`src/rtl/audio_time_counter.sv`:
```
// -----------------------------------------------------------------------------
// audio_time_counter
//
// Elapsed-time counter for the recorder/player. It sits between the top-level
// control FSM and the 7-segment decoders. It counts recorded-audio seconds
// during record or playback, using the audio clock as its only timebase.
// Playback time scales with the speed/fast switch settings. The output is
// registered binary seconds.
//
// The time base is a fractional accumulator rather than a plain prescaler.
// Each RUN cycle adds `inc` to `acc`. When `acc` reaches `lim`, one second is
// credited and only `lim` is subtracted, so any residue carries into the next
// second.
//   fast mode : inc = spd, lim = CLK_HZ        (spd seconds per real second)
//   slow mode : inc = 1,   lim = CLK_HZ * spd  (1 second per spd real seconds)
//
// State table
//   state    | meaning
//   ---------+------------------------------------------------------------
//   ST_IDLE  | not counting; o_time holds the last value for display
//   ST_RUN   | accumulating elapsed time every cycle
//   ST_PAUSE | acc and o_time frozen; a start pulse resumes without clearing
//
// Ports
//   i_clk      in  1   audio clock, the only clock
//   i_rst      in  1   synchronous, active-high reset
//   i_start    in  1   pulse: start from IDLE (clears) or resume from PAUSE
//   i_pause    in  1   pulse: RUN -> PAUSE
//   i_stop     in  1   pulse: any state -> IDLE, time held for display
//   i_speed    in  4   speed factor; 2..8 used as-is, anything else acts as 1
//   i_fast     in  1   1: N seconds per real second, 0: 1 second per N real s
//   o_time     out TW  elapsed seconds, saturates at MAX_SEC
//   o_running  out 1   high while in RUN
//   o_paused   out 1   high while in PAUSE
//   o_done     out 1   one-cycle pulse when o_time reaches MAX_SEC
// -----------------------------------------------------------------------------
module audio_time_counter #(
  parameter int CLK_HZ  = 12_000_000,
  parameter int MAX_SEC = 32,
  parameter int TW      = $clog2(MAX_SEC + 1)
) (
  input  logic          i_clk,
  input  logic          i_rst,
  input  logic          i_start,
  input  logic          i_pause,
  input  logic          i_stop,
  input  logic [3:0]    i_speed,
  input  logic          i_fast,
  output logic [TW-1:0] o_time,
  output logic          o_running,
  output logic          o_paused,
  output logic          o_done
);

  // The sum acc + inc must hold up to CLK_HZ*8 + 8.
  // With CLK_HZ = 12 MHz this needs 27 bits.
  localparam int AW = $clog2(CLK_HZ * 8 + 8 + 1);

  localparam logic [AW-1:0] CLK_LIM = AW'(CLK_HZ);
  localparam logic [TW-1:0] MAX_T   = TW'(MAX_SEC);

  typedef enum logic [1:0] {
    ST_IDLE  = 2'd0,
    ST_RUN   = 2'd1,
    ST_PAUSE = 2'd2
  } state_t;

  state_t        state;
  state_t        state_n;
  logic [AW-1:0] acc;
  logic [AW-1:0] acc_n;
  logic [TW-1:0] time_n;
  logic          done_n;

  logic [3:0]    spd;
  logic [AW-1:0] spd_w;
  logic [AW-1:0] inc;
  logic [AW-1:0] lim;
  logic [AW-1:0] acc_sum;
  logic [TW-1:0] time_inc;

  // Speed decode and accumulator step.
  // Speed and mode are sampled every cycle, so a switch change takes effect
  // on the next edge. acc is not cleared on such a change. If lim drops
  // below acc, the >= compare still credits one second per cycle and the
  // excess drains over the following cycles.
  always_comb begin
    spd = 4'd1;
    if ((i_speed >= 4'd2) && (i_speed <= 4'd8)) begin
      spd = i_speed;
    end
    spd_w    = {{(AW-4){1'b0}}, spd};
    inc      = i_fast ? spd_w : AW'(1);
    lim      = i_fast ? CLK_LIM : AW'(CLK_LIM * spd_w);
    acc_sum  = acc + inc;
    time_inc = o_time + TW'(1);
  end

  // Next-state logic. Command priority is stop > start > pause.
  always_comb begin
    state_n = state;
    acc_n   = acc;
    time_n  = o_time;
    done_n  = 1'b0;

    case (state)
      ST_IDLE: begin
        if (i_stop) begin
          state_n = ST_IDLE;
        end else if (i_start) begin
          state_n = ST_RUN;
          acc_n   = '0;
          time_n  = '0;
        end
      end

      ST_RUN: begin
        if (i_stop) begin
          state_n = ST_IDLE;
        end else if (i_pause) begin
          state_n = ST_PAUSE;
        end else begin
          // A start pulse while running is ignored, so counting continues.
          if (acc_sum >= lim) begin
            time_n = time_inc;
            if (time_inc == MAX_T) begin
              done_n  = 1'b1;
              state_n = ST_IDLE;
              acc_n   = '0;
            end else begin
              acc_n = acc_sum - lim;
            end
          end else begin
            acc_n = acc_sum;
          end
        end
      end

      ST_PAUSE: begin
        if (i_stop) begin
          state_n = ST_IDLE;
        end else if (i_start) begin
          state_n = ST_RUN;
        end
      end

      default: begin
        state_n = ST_IDLE;
        acc_n   = '0;
      end
    endcase
  end

  // Status flags are registered from the next state, so they line up with
  // the state register.
  always_ff @(posedge i_clk) begin
    if (i_rst) begin
      state     <= ST_IDLE;
      acc       <= '0;
      o_time    <= '0;
      o_running <= 1'b0;
      o_paused  <= 1'b0;
      o_done    <= 1'b0;
    end else begin
      state     <= state_n;
      acc       <= acc_n;
      o_time    <= time_n;
      o_running <= (state_n == ST_RUN);
      o_paused  <= (state_n == ST_PAUSE);
      o_done    <= done_n;
    end
  end

endmodule
```
`config.mk`:
```
export PLATFORM = sky130hd
export DESIGN_NAME = audio_time_counter
export DESIGN_NICKNAME = d
export VERILOG_FILES = /design/src/rtl/audio_time_counter.sv
export SDC_FILE = /design/constraint.sdc
export NUM_CORES = 1
export LEC_CHECK = 0
export BUFFER_PORTS_ARGS = -buffer_cell sky130_fd_sc_hd__buf_2
export CORE_ASPECT_RATIO = 0.7
export CORE_UTILIZATION = 30
export DETAILED_ROUTE_END_ITERATION = 6
export REMOVE_ABC_BUFFERS = 1
export SLEW_MARGIN = 30
export SYNTH_ARGS = -nofsm -noshare
export SYNTH_HDL_FRONTEND = slang
export SYNTH_SLANG_ARGS = --single-unit
```
`constraint.sdc`:
```
create_clock -name i_clk -period 7.3 [get_ports i_clk]
set_clock_uncertainty 0.1 [all_clocks]
set_input_delay 0.365 -clock i_clk [delete_from_list [all_inputs] [get_ports i_clk]]
set_output_delay 0.365 -clock i_clk [all_outputs]
set_load 0.01 [all_outputs]
```
* After elaboration in Yosys (flattened, before gate mapping) *
Index checks and enable logic that the tools add are counted.
Widths: inputs -> output; s select.

storage, ports and cells
  logic and storage cells = 57
  bits in registers = 38
  input bits = 10

cells by class
  multipliers = 1
  eq/ne operators = 10
  reductions and logical operators = 7
  bitwise gates (word level) = 3
  magnitude comparators = 3
  add/sub/neg operators = 3
  muxes and demuxes = 24

operators by type and width
  kind                   count
  $mux 27                7
  $pmux 27 s3            1
  $mux 6                 5
  $add 27x4->27          1
  $ge 27x27->1           1
  $sub 27x27->27         1
  $mul 16x4->19 const A  1
  $mux 2                 6
  $pmux 6 s2             1
  $ne 2x2->1 const B     5
  $mux 4                 2
  $add 6x1->6 const B    1
  $eq 6x6->1 const B     1
  $reduce_and 6->1       1
  $reduce_and 5->1       1
  $reduce_or 5->1        1
  $eq 2x1->1 const B     2
  $eq 2x2->1 const B     2
  $ge 4x2->1 const B     1
  $le 4x4->1 const B     1
  $pmux 2 s2             1
  $not 1->1              3
  $logic_not 2->1        1
  $reduce_bool 2->1      1
  other kinds (3)        3

* Depth between registers and ports, before layout *
Gate-level depths: netlist of run 1.

  depth in word-level cells = 11
  mapped depth = 25
  mapped depth without buffers = 24

* Worst setup path before layout of run 1 *
Ideal clock, no wire load.

  path type = in2reg
  from = in i_speed[2]
  to = reg acc[21]
  data arrival time = 5.586 ns
  library setup time = 0.125 ns
  stages = 24
  required time = 7.075 ns
  path slack = 1.489 ns
  cells stage by stage = nor4b_1 > ha_1 > inv_1 > fa_1 > inv_1 > ha_1 > a21o_1 > a21o_1 > a2111oi_0 > nor3_1 > a41o_1 > a221oi_1 > xnor2_1 > nand2b_1 > ha_1 > nand4_1 > nor3_2 > o2111ai_1 > a2111oi_4 > a211oi_4 > o21a_1 > buf_6 > a32oi_1 > o31ai_1

between the ends
  longest elaborated chain between the ends = 11
  elaborated cells between the ends (all ways) = 15
  classes of those cells = add/sub: 2; mul: 1; order compare: 3; mux: 8; reduce/logical: 1

ends and longest elaborated chain
  item                                      line    source
  start, declared                           47      input logic [3:0] i_speed,
  $ge 4x2->1 or $le 4x4->1 (tied branches)  89      if ((i_speed >= 4'd2) && (i_speed <= 4'd8)) begin
  $logic_and 1x1->1                         89
  $mux 4 (*)                                89
  $mul 16x4->19 or $mux 4 (tied branches)   94, 93
  $mux 27 or $add 27x4->27 (tied branches)  94, 95
  $sub 27x27->27                            131     acc_n = acc_sum - lim;
  $mux 27                                   126     if (time_inc == MAX_T) begin
  $mux 27 (*)                               124     if (acc_sum >= lim) begin
  $mux 27 (*)                               120     end else if (i_pause) begin
  $mux 27 (*)                               118     if (i_stop) begin
  $pmux 27 s3 (*)                           106     case (state)
  end signal, assigned                      166     acc <= acc_n;
  end, declared                             70      logic [AW-1:0] acc;

Every way passes the cells marked *; elsewhere a longest branch is shown, timed or not. The select of a mux whose other input is x is not followed.
A chain may end at the register's enable or synchronous reset.

* Worst setup path after layout of run 1 *
  from = in i_speed[2]
  to = reg acc[11]

Same word-level chain as after synthesis.

==> metrics.log, run 1 <==
INFO  metric place_hpwl = around 9000 um
INFO  metric synth_largest_type_area_fraction = between 10% and 20%
INFO  metric cts_repair_resize_count = 0
INFO  metric die_area = about 14000 sq um
INFO  metric routedWlPerCell = approximately 15 um
INFO  metric die_height = 100 um
INFO  metric finalWirelength = 10800 um
INFO  metric vias_in_the_first_global_route = between 3000 and 4000
INFO  metric final.period_utilization = a little under nine tenths
INFO  metric setup_tns = 0 ns
INFO  metric crit_slowest_cell = sky130_fd_sc_hd__fa_1
INFO  metric ant_nets = 0
INFO  metric report.final.slew_viol_count = 0
INFO  metric static_power_due_to_leakage = about 0.0020 uW
INFO  metric worst_path_clk_slew = 0.06 ns
INFO  metric globalRoute.totalOverflow = 0
INFO  metric seq_area_frac_synth = ~18%
INFO  metric path_buf_inv = 4
INFO  metric via_count = ~3900
INFO  metric timing.critical_path.slowest_cell_delay = between 0.5 and 0.6 ns
INFO  metric yosys-top-cells-area = sky130_fd_sc_hd__dfxtp_1 (18%), sky130_fd_sc_hd__ha_1 (15%), sky130_fd_sc_hd__xor2_1 (5.9%)
INFO  metric clk_root_buffer_cell = sky130_fd_sc_hd__clkbuf_16
INFO  metric cts_htree_levels = 2
INFO  metric io_pins = 19
INFO  metric grt_pass1_wl = around 18000 um
INFO  metric power-per-cell-area = 137 nW/um^2
INFO  metric outcome = finished clean
INFO  metric sink_count = 38
INFO  metric max_slew_margin = a little over two fifths
INFO  metric antenna_found_initial = 0
INFO  metric timing.critical_path.arrival = 6.36 ns
INFO  metric clock_insertion_delay_worst_skew = roughly 0.29 ns
INFO  metric crit_required = about 7.4 ns
INFO  metric synth_async_sr_flop_share = 0%
INFO  metric worst_path_dominant_cell_family = compound AO/OA/AOI/OAI gates
INFO  metric max_slew.worst_pin.slew = around 0.85 ns
INFO  metric fin_util = around 34%
INFO  metric synth_enable_flop_cells = 0
INFO  metric critical_path_type = primary input to flop
INFO  metric initial_utilization = between 30% and 40%
INFO  metric post_synth.cell_area_avg = just under 8 sq um
INFO  metric area_inside_the_core_boundary = 13300 sq um
INFO  metric finalWeightedCongestion = 0.902
INFO  metric hold_buffers = 0
INFO  metric synth_flop_cell = sky130_fd_sc_hd__dfxtp_1
INFO  metric detail_route.drc_violations = 0
INFO  metric critical_path.startpoint_type = primary input
INFO  metric antenna_cells_inserted = 0
INFO  metric route.detailed.vias_per_inst = between 5 and 6
INFO  metric maxCapViolCount = 0
INFO  metric syn_inst = 531
INFO  metric port_buffers = 18
INFO  metric die_w = 143 um
INFO  metric yosys_warnings = 0
INFO  metric clock_tree_from_tritoncts = done
INFO  metric fin_crit = approximately 6.3 ns
INFO  metric mappedNetlistArea = 4150 sq um
INFO  metric timing.critical_path.fanout_max = 19
INFO  metric postCtsSetupBuffers = 0
INFO  metric detail_route.iter0.violations = 270
INFO  metric critical_path.endpoint_type = flop
INFO  metric cts_max_path_buffers = 2
INFO  metric finish.net_count = between 600 and 700
INFO  metric setup_violations = 0
INFO  metric cts_inserted_buffers = 5
INFO  metric multi_input_area = around 3200 sq um
INFO  metric synthMostInstantiatedCell = sky130_fd_sc_hd__ha_1
INFO  metric timing.final.hold_violations = 0
INFO  metric drtPass1Iterations = 4
INFO  metric seq_area = between 700 and 800 sq um
INFO  metric synth_common_cells = sky130_fd_sc_hd__ha_1 (49), sky130_fd_sc_hd__nor2_1 (45), sky130_fd_sc_hd__a21oi_1 (44)
INFO  metric area.growth.synth_to_final = 9.83%
INFO  metric power.ir.vdd_worst = 0.0869 mV
INFO  metric final.fill_count = 1427
INFO  metric grtUsageTotal = 15.9%
INFO  metric yosys.area.top_type = sky130_fd_sc_hd__dfxtp_1
INFO  metric hold_class = primary input to flop
INFO  metric drive_above_1_share = 7.69%
INFO  metric yosys_register_bits = 38
INFO  metric grt_max_degree = 23
INFO  metric ys_types = 66
INFO  metric core.rowCount = 35
INFO  metric timing.fmax = roughly 160 MHz
INFO  metric grt_setup_unrepaired = false
-- stage by stage --
step | instances | cell area, sq um | power (uW) | setup slack (ns) | hold slack (ns)
after CTS | 731 | 4560 | 624 | 0.941 | 0.183
after global routing | 731 | 4560 | 658 | 0.457 | 0.200
final | 731 | 4560 | 622 | 1.01 | 0.189
after floorplan | 515 | 4050 | 357 | 1.04 | 0.332
after detailed placement | 723 | 4410 | 401 | 0.663 | 0.369
after global placement | 723 | 4410 | 401 | 0.892 | 0.344
-- power by group --
group	total [uW]	switching [uW]	internal (uW)
sequential	209	0.591	208
combinational	192	115	77.6
clock	221	85.8	135
total	622	201	421
-- worst paths after layout --
check	from	endpoint	slack, ns	cells past startpoint
worst max-delay path	i_speed[2]	acc[11]$_SDFFE_PP0P_	1.01	25
worst min-delay path	i_stop	o_paused$_SDFF_PP0_	0.19	2
worst max register to register	acc[0]$_SDFFE_PP0P_	acc[25]$_SDFFE_PP0P_	1.99	16
worst min register to register	acc[3]$_SDFFE_PP0P_	acc[3]$_SDFFE_PP0P_	0.37	2
-- placed cells by master (no fill, tap or decap), types with 5 or more instances in the layout --
cell type	instances
sky130_fd_sc_hd__buf_4	5
sky130_fd_sc_hd__inv_1	19
sky130_fd_sc_hd__nand2b_1	17
sky130_fd_sc_hd__nand3_1	24
sky130_fd_sc_hd__a21o_1	10
sky130_fd_sc_hd__nor2b_1	6
sky130_fd_sc_hd__nand4_1	7
sky130_fd_sc_hd__nor2_1	45
sky130_fd_sc_hd__xnor2_1	26
sky130_fd_sc_hd__a31oi_1	12
sky130_fd_sc_hd__buf_2	18
sky130_fd_sc_hd__xor2_1	28
sky130_fd_sc_hd__and2_1	7
sky130_fd_sc_hd__o21ai_0	17
sky130_fd_sc_hd__ha_1	49
sky130_fd_sc_hd__clkbuf_16	5
sky130_fd_sc_hd__fa_1	5
sky130_fd_sc_hd__nand2_1	41
sky130_fd_sc_hd__a22o_1	8
sky130_fd_sc_hd__nor3_1	13
sky130_fd_sc_hd__and3_1	10
sky130_fd_sc_hd__o21ai_1	15
sky130_fd_sc_hd__dfxtp_1	38
sky130_fd_sc_hd__a21oi_1	44
-- layer usage --
| metal | vias up | track usage [%] | part of all wire [%] |
|---|---|---|---|
| met1 | 1808 | 23.6 | 55 |
| met5 | - | 0 | 0 |
| met2 | 81 | 22.5 | 40 |
| li1 | 1966 | - | - |
| met4 | 0 | 3.97 | 1.1 |
| met3 | 11 | 3.63 | 4.1 |
-- sequential cells by signal (all words and copies together), names as in the netlist --
register   flops
acc           27
o_done         1
o_paused       1
state          2
o_time         6
o_running      1
-- cells by family after synthesis --
group	count (synthesis)	synth area share, %
xor gates and xnor gates	54	11.4
muxes	3	0.724
AOI/OAI and AO/OA	153	24.9
adders and majority gates	54	17.2
and+or+nand+nor	190	23.0
DFF	38	18.3
other	1	0.0904
buffers and inverters	38	4.37
-- area by class of cell --
class | instances | share of cell area (%)
multi-input cells | 458 | 70.6
flip-flops and latches | 38 | 16.7
well taps | 185 | 5.08
clock buffers | 7 | 3.13
repair buffers | 23 | 2.80
inverters | 19 | 1.57
clock inverters | 1 | 0.110
(Power assumes the default switching activity.)
==> run 2: changes to the inputs <==
--- a/config.mk
+++ b/config.mk
@@ -8,6 +8,7 @@
 export BUFFER_PORTS_ARGS = -buffer_cell sky130_fd_sc_hd__buf_2
 export CORE_ASPECT_RATIO = 0.7
 export CORE_UTILIZATION = 30
+export CTS_BUF_LIST = sky130_fd_sc_hd__clkbuf_2
 export DETAILED_ROUTE_END_ITERATION = 6
 export REMOVE_ABC_BUFFERS = 1
 export SLEW_MARGIN = 30
==> run 2 against run 1 <==
  * Clock power shrank 55%
  * Largest power group is now registers
  * Register-to-register slack lost 0.03 ns
  * Wire length shrank 0.58%
  * Count of clock-buffer cells in the layout shrank 1
  * Design area shrank 2.2%
  * Utilization shrank 0.74 points
  * Non-clock buffer count grew 1
  * Sequential share of layout area grew 0.37 points
  * Largest cell class unchanged
  * Die area is the same
==> metrics.log, run 2 (same netlist as run 1, synthesis figures left out) <==
INFO  metric cts_htree_levels = 2 (unchanged)
INFO  metric static_power_due_to_leakage = 0.00195 uW (-2.0%)
INFO  metric switching_share = 38.0% (+5.7 points)
INFO  metric power-per-cell-area = 112 nW/um^2 (-18%)
INFO  metric antenna_cells_inserted = 0 (unchanged)
INFO  metric globalRouteMet1Util = 23.8% (+0.22 points)
INFO  metric place_hpwl = 8810 um (unchanged)
INFO  metric top_register = acc
INFO  metric max_slew_margin = 43.3% (+0.89 points)
INFO  metric route.detailed.vias_per_inst = 5.26 (-0.52%)
INFO  metric cell_internal_pwr = 310 uW (-26%)
INFO  metric finish.net_count = 610 (+0.16%)
INFO  metric die_w = 143 um (unchanged)
INFO  metric numPlacedInstances = 723 (unchanged)
INFO  metric clock_insertion_delay_worst_skew = 0.42 ns (+0.13 ns)
INFO  metric area.growth.synth_to_final = 7.45%
INFO  metric globalRoute.totalOverflow = 0 (unchanged)
INFO  metric initial_utilization = 31.2% (unchanged)
INFO  metric grt_max_degree = 23 (unchanged)
INFO  metric worst_path_clk_slew = 0.22 ns (+0.16 ns)
INFO  metric timing.fmax = 163 MHz (+2.7%)
INFO  metric timing.final.hold_violations = 0 (unchanged)
INFO  metric critical_path_type = primary input to flop
INFO  metric max_slew.worst_pin.slew = 0.838 ns (-0.0131 ns)
INFO  metric final.period_utilization = 83.9% (-2.3 points)
INFO  metric grtUsageMet3 = 3.48% (-0.14 points)
INFO  metric largest_registers = acc: 27 flops, o_time: 6 flops, state: 2 flops
INFO  metric final.fill_count = 1433 (+0.42%)
INFO  metric io_pins = 19 (unchanged)
INFO  metric grt_pass1_wl = 17900 um (-0.20%)
INFO  metric crit_required = 7.52 ns (+0.15 ns)
INFO  metric hold_class = primary input to flop
INFO  metric via_count = 3851 (-0.39%)
INFO  metric grt_setup_unrepaired = false
INFO  metric routedWlPerCell = 14.7 um (-0.72%)
INFO  metric largest_reg_flops = 27 (unchanged)
INFO  metric cts_inserted_buffers = 5 (unchanged)
INFO  metric seq_area = 761 sq um (unchanged)
INFO  metric cts_max_path_buffers = 2 (unchanged)
INFO  metric clkPwrFrac = 19.7% (-16 points)
INFO  metric power.ir.vdd_worst = 0.0368 mV (-58%)
INFO  metric die_area = 14300 sq um (unchanged)
INFO  metric detail_route.drc_violations = 0 (unchanged)
INFO  metric multi_input_area = 3220 sq um (unchanged)
INFO  metric pwr-share-seq = 41.8% (+8.2 points)
INFO  metric sink_count = 38 (unchanged)
INFO  metric grtUsageTotal = 15.8% (-0.065 points)
INFO  metric timing.critical_path.fanout_max = 19 (unchanged)
INFO  metric timing.critical_path.arrival = 6.35 ns (about the same)
INFO  metric drive_above_1_share = 7.68% (-0.014 points)
INFO  metric placement.cell_area = 4410 sq um (unchanged)
INFO  metric met2_usage = 22.4% (-0.11 points)
INFO  metric ant_nets = 0 (unchanged)
INFO  metric maxCapViolCount = 0 (unchanged)
INFO  metric die_height = 100 um (unchanged)
INFO  metric gr-max-usage-layer = met1
INFO  metric setup_tns = 0 ns (unchanged)
INFO  metric critical_path.endpoint_type = flop
INFO  metric vias_in_the_first_global_route = 3568 (-0.42%)
INFO  metric cts_repair_resize_count = 0 (unchanged)
INFO  metric finalHoldWorstSlack = 0.105 ns (-0.0840 ns)
INFO  metric port_buffers = 18 (unchanged)
INFO  metric final_design_area_no_fill = 4460 sq um (-2.2%)
INFO  metric commonest_non_fill_non_tap_cell_in_the_layout = sky130_fd_sc_hd__ha_1
INFO  metric clock_tree_from_tritoncts = done
INFO  metric most_used_cells_in_the_layout_excluding_fill_and_tap_cells = sky130_fd_sc_hd__ha_1 (49), sky130_fd_sc_hd__nor2_1 (45), sky130_fd_sc_hd__a21oi_1 (44), sky130_fd_sc_hd__nand2_1 (41), sky130_fd_sc_hd__dfxtp_1 (38)
INFO  metric antenna_found_initial = 0 (unchanged)
INFO  metric setup_violations = 0 (unchanged)
INFO  metric drtPass1Iterations = 6 (+2)
INFO  metric net-switching-power = 190 uW (-5.4%)
INFO  metric outcome = finished clean
INFO  metric core.rowCount = 35 (unchanged)
INFO  metric report.final.slew_viol_count = 0 (unchanged)
INFO  metric critical_path.startpoint_type = primary input
INFO  metric fin_crit = 6.13 ns (-0.166 ns)
INFO  metric finalWeightedCongestion = 0.902 (unchanged)
INFO  metric area_inside_the_core_boundary = 13300 sq um (unchanged)
INFO  metric final_cell_count_no_fill = 732 (+0.14%)
INFO  metric clk_root_buffer_cell = sky130_fd_sc_hd__clkbuf_2
INFO  metric finalWirelength = 10800 um (-0.58%)
INFO  metric detail_route.iter0.violations = 272 (+0.74%)
INFO  metric pwr-share-comb = 38.4% (+7.5 points)
run 2: power groups by stage:
stage               Sequential (uW)  Clock [uW]  Combinational (uW)
finish                          209        98.5                 192
global route                    210         113                 215
CTS                             209         102                 190
detailed placement              213           0                 188
global placement                213           0                 188
floorplan                       213           0                 143
run 2: timing repair:
| action | in CTS | in global routing |
|---|---|---|
| buffers inserted | 0 | 0 |
| endpoints found under the hold margin | 2 | 0 |
| hold buffers | 1 | 0 |
run 2: layer usage:
| metal | wire, um | part of all wire, % |
|---|---|---|
| met1 | 5830 | 54 |
| met2 | 4290 | 40 |
| met3 | 550 | 5.1 |
| met4 | 83 | 0.77 |
| met5 | 0 | 0 |
run 2: cell type report:
class                           count  share of cell area (%)
Sequential cell                    38                    17.1
Inverter                           19                    1.60
Clock inverter                      2                   0.197
Timing Repair Buffer               24                    3.09
Tap cell                          185                    5.19
Clock buffer                        6                   0.674
Multi-Input combinational cell    458                    72.2
run 2: final timing paths:
check / from / endpoint / slack [ns] / depth (start not counted)
max: i_speed[2] / acc[24]$_SDFFE_PP0P_ / 1.17 / 25
min: i_start / state[0]$_SDFF_PP0_ / 0.11 / 3
min reg2reg: acc[3]$_SDFFE_PP0P_ / acc[3]$_SDFFE_PP0P_ / 0.39 / 2
max reg2reg: acc[0]$_SDFFE_PP0P_ / acc[25]$_SDFFE_PP0P_ / 1.96 / 16
run 2: metrics by stage:
stage | worst slack (ns) | total power, uW | util (%)
after floorplan | 1.04 | 357 | -
after global placement | 0.892 | 401 | 33.1
after detailed placement | 0.663 | 401 | 33.1
after CTS | 1.13 | 501 | 33.5
after global routing | 0.667 | 538 | 33.5
final | 1.17 | 500 | 33.5
run 2: worst max-delay path: stages:
cell and delay [ns]:
sky130_fd_sc_hd__buf_2 0.11, sky130_fd_sc_hd__nor2_1 0.13, sky130_fd_sc_hd__xor2_1 0.10, sky130_fd_sc_hd__nor2_1 0.33
sky130_fd_sc_hd__inv_1 0.20, sky130_fd_sc_hd__fa_1 0.55, sky130_fd_sc_hd__ha_1 0.34, sky130_fd_sc_hd__a21o_1 0.19
sky130_fd_sc_hd__a21o_1 0.21, sky130_fd_sc_hd__a2111oi_0 0.40, sky130_fd_sc_hd__nor3_1 0.13, sky130_fd_sc_hd__a41o_1 0.28
sky130_fd_sc_hd__a221oi_1 0.32, sky130_fd_sc_hd__xnor2_1 0.17, sky130_fd_sc_hd__nand2b_1 0.08, sky130_fd_sc_hd__ha_1 0.33
sky130_fd_sc_hd__nand4_1 0.15, sky130_fd_sc_hd__nor3_2 0.36, sky130_fd_sc_hd__o2111ai_1 0.23, sky130_fd_sc_hd__a2111oi_4 0.31
sky130_fd_sc_hd__a211oi_4 0.16, sky130_fd_sc_hd__buf_4 0.25, sky130_fd_sc_hd__o21ai_2 0.33, sky130_fd_sc_hd__nor3_1 0.09
sky130_fd_sc_hd__a211o_1 0.23
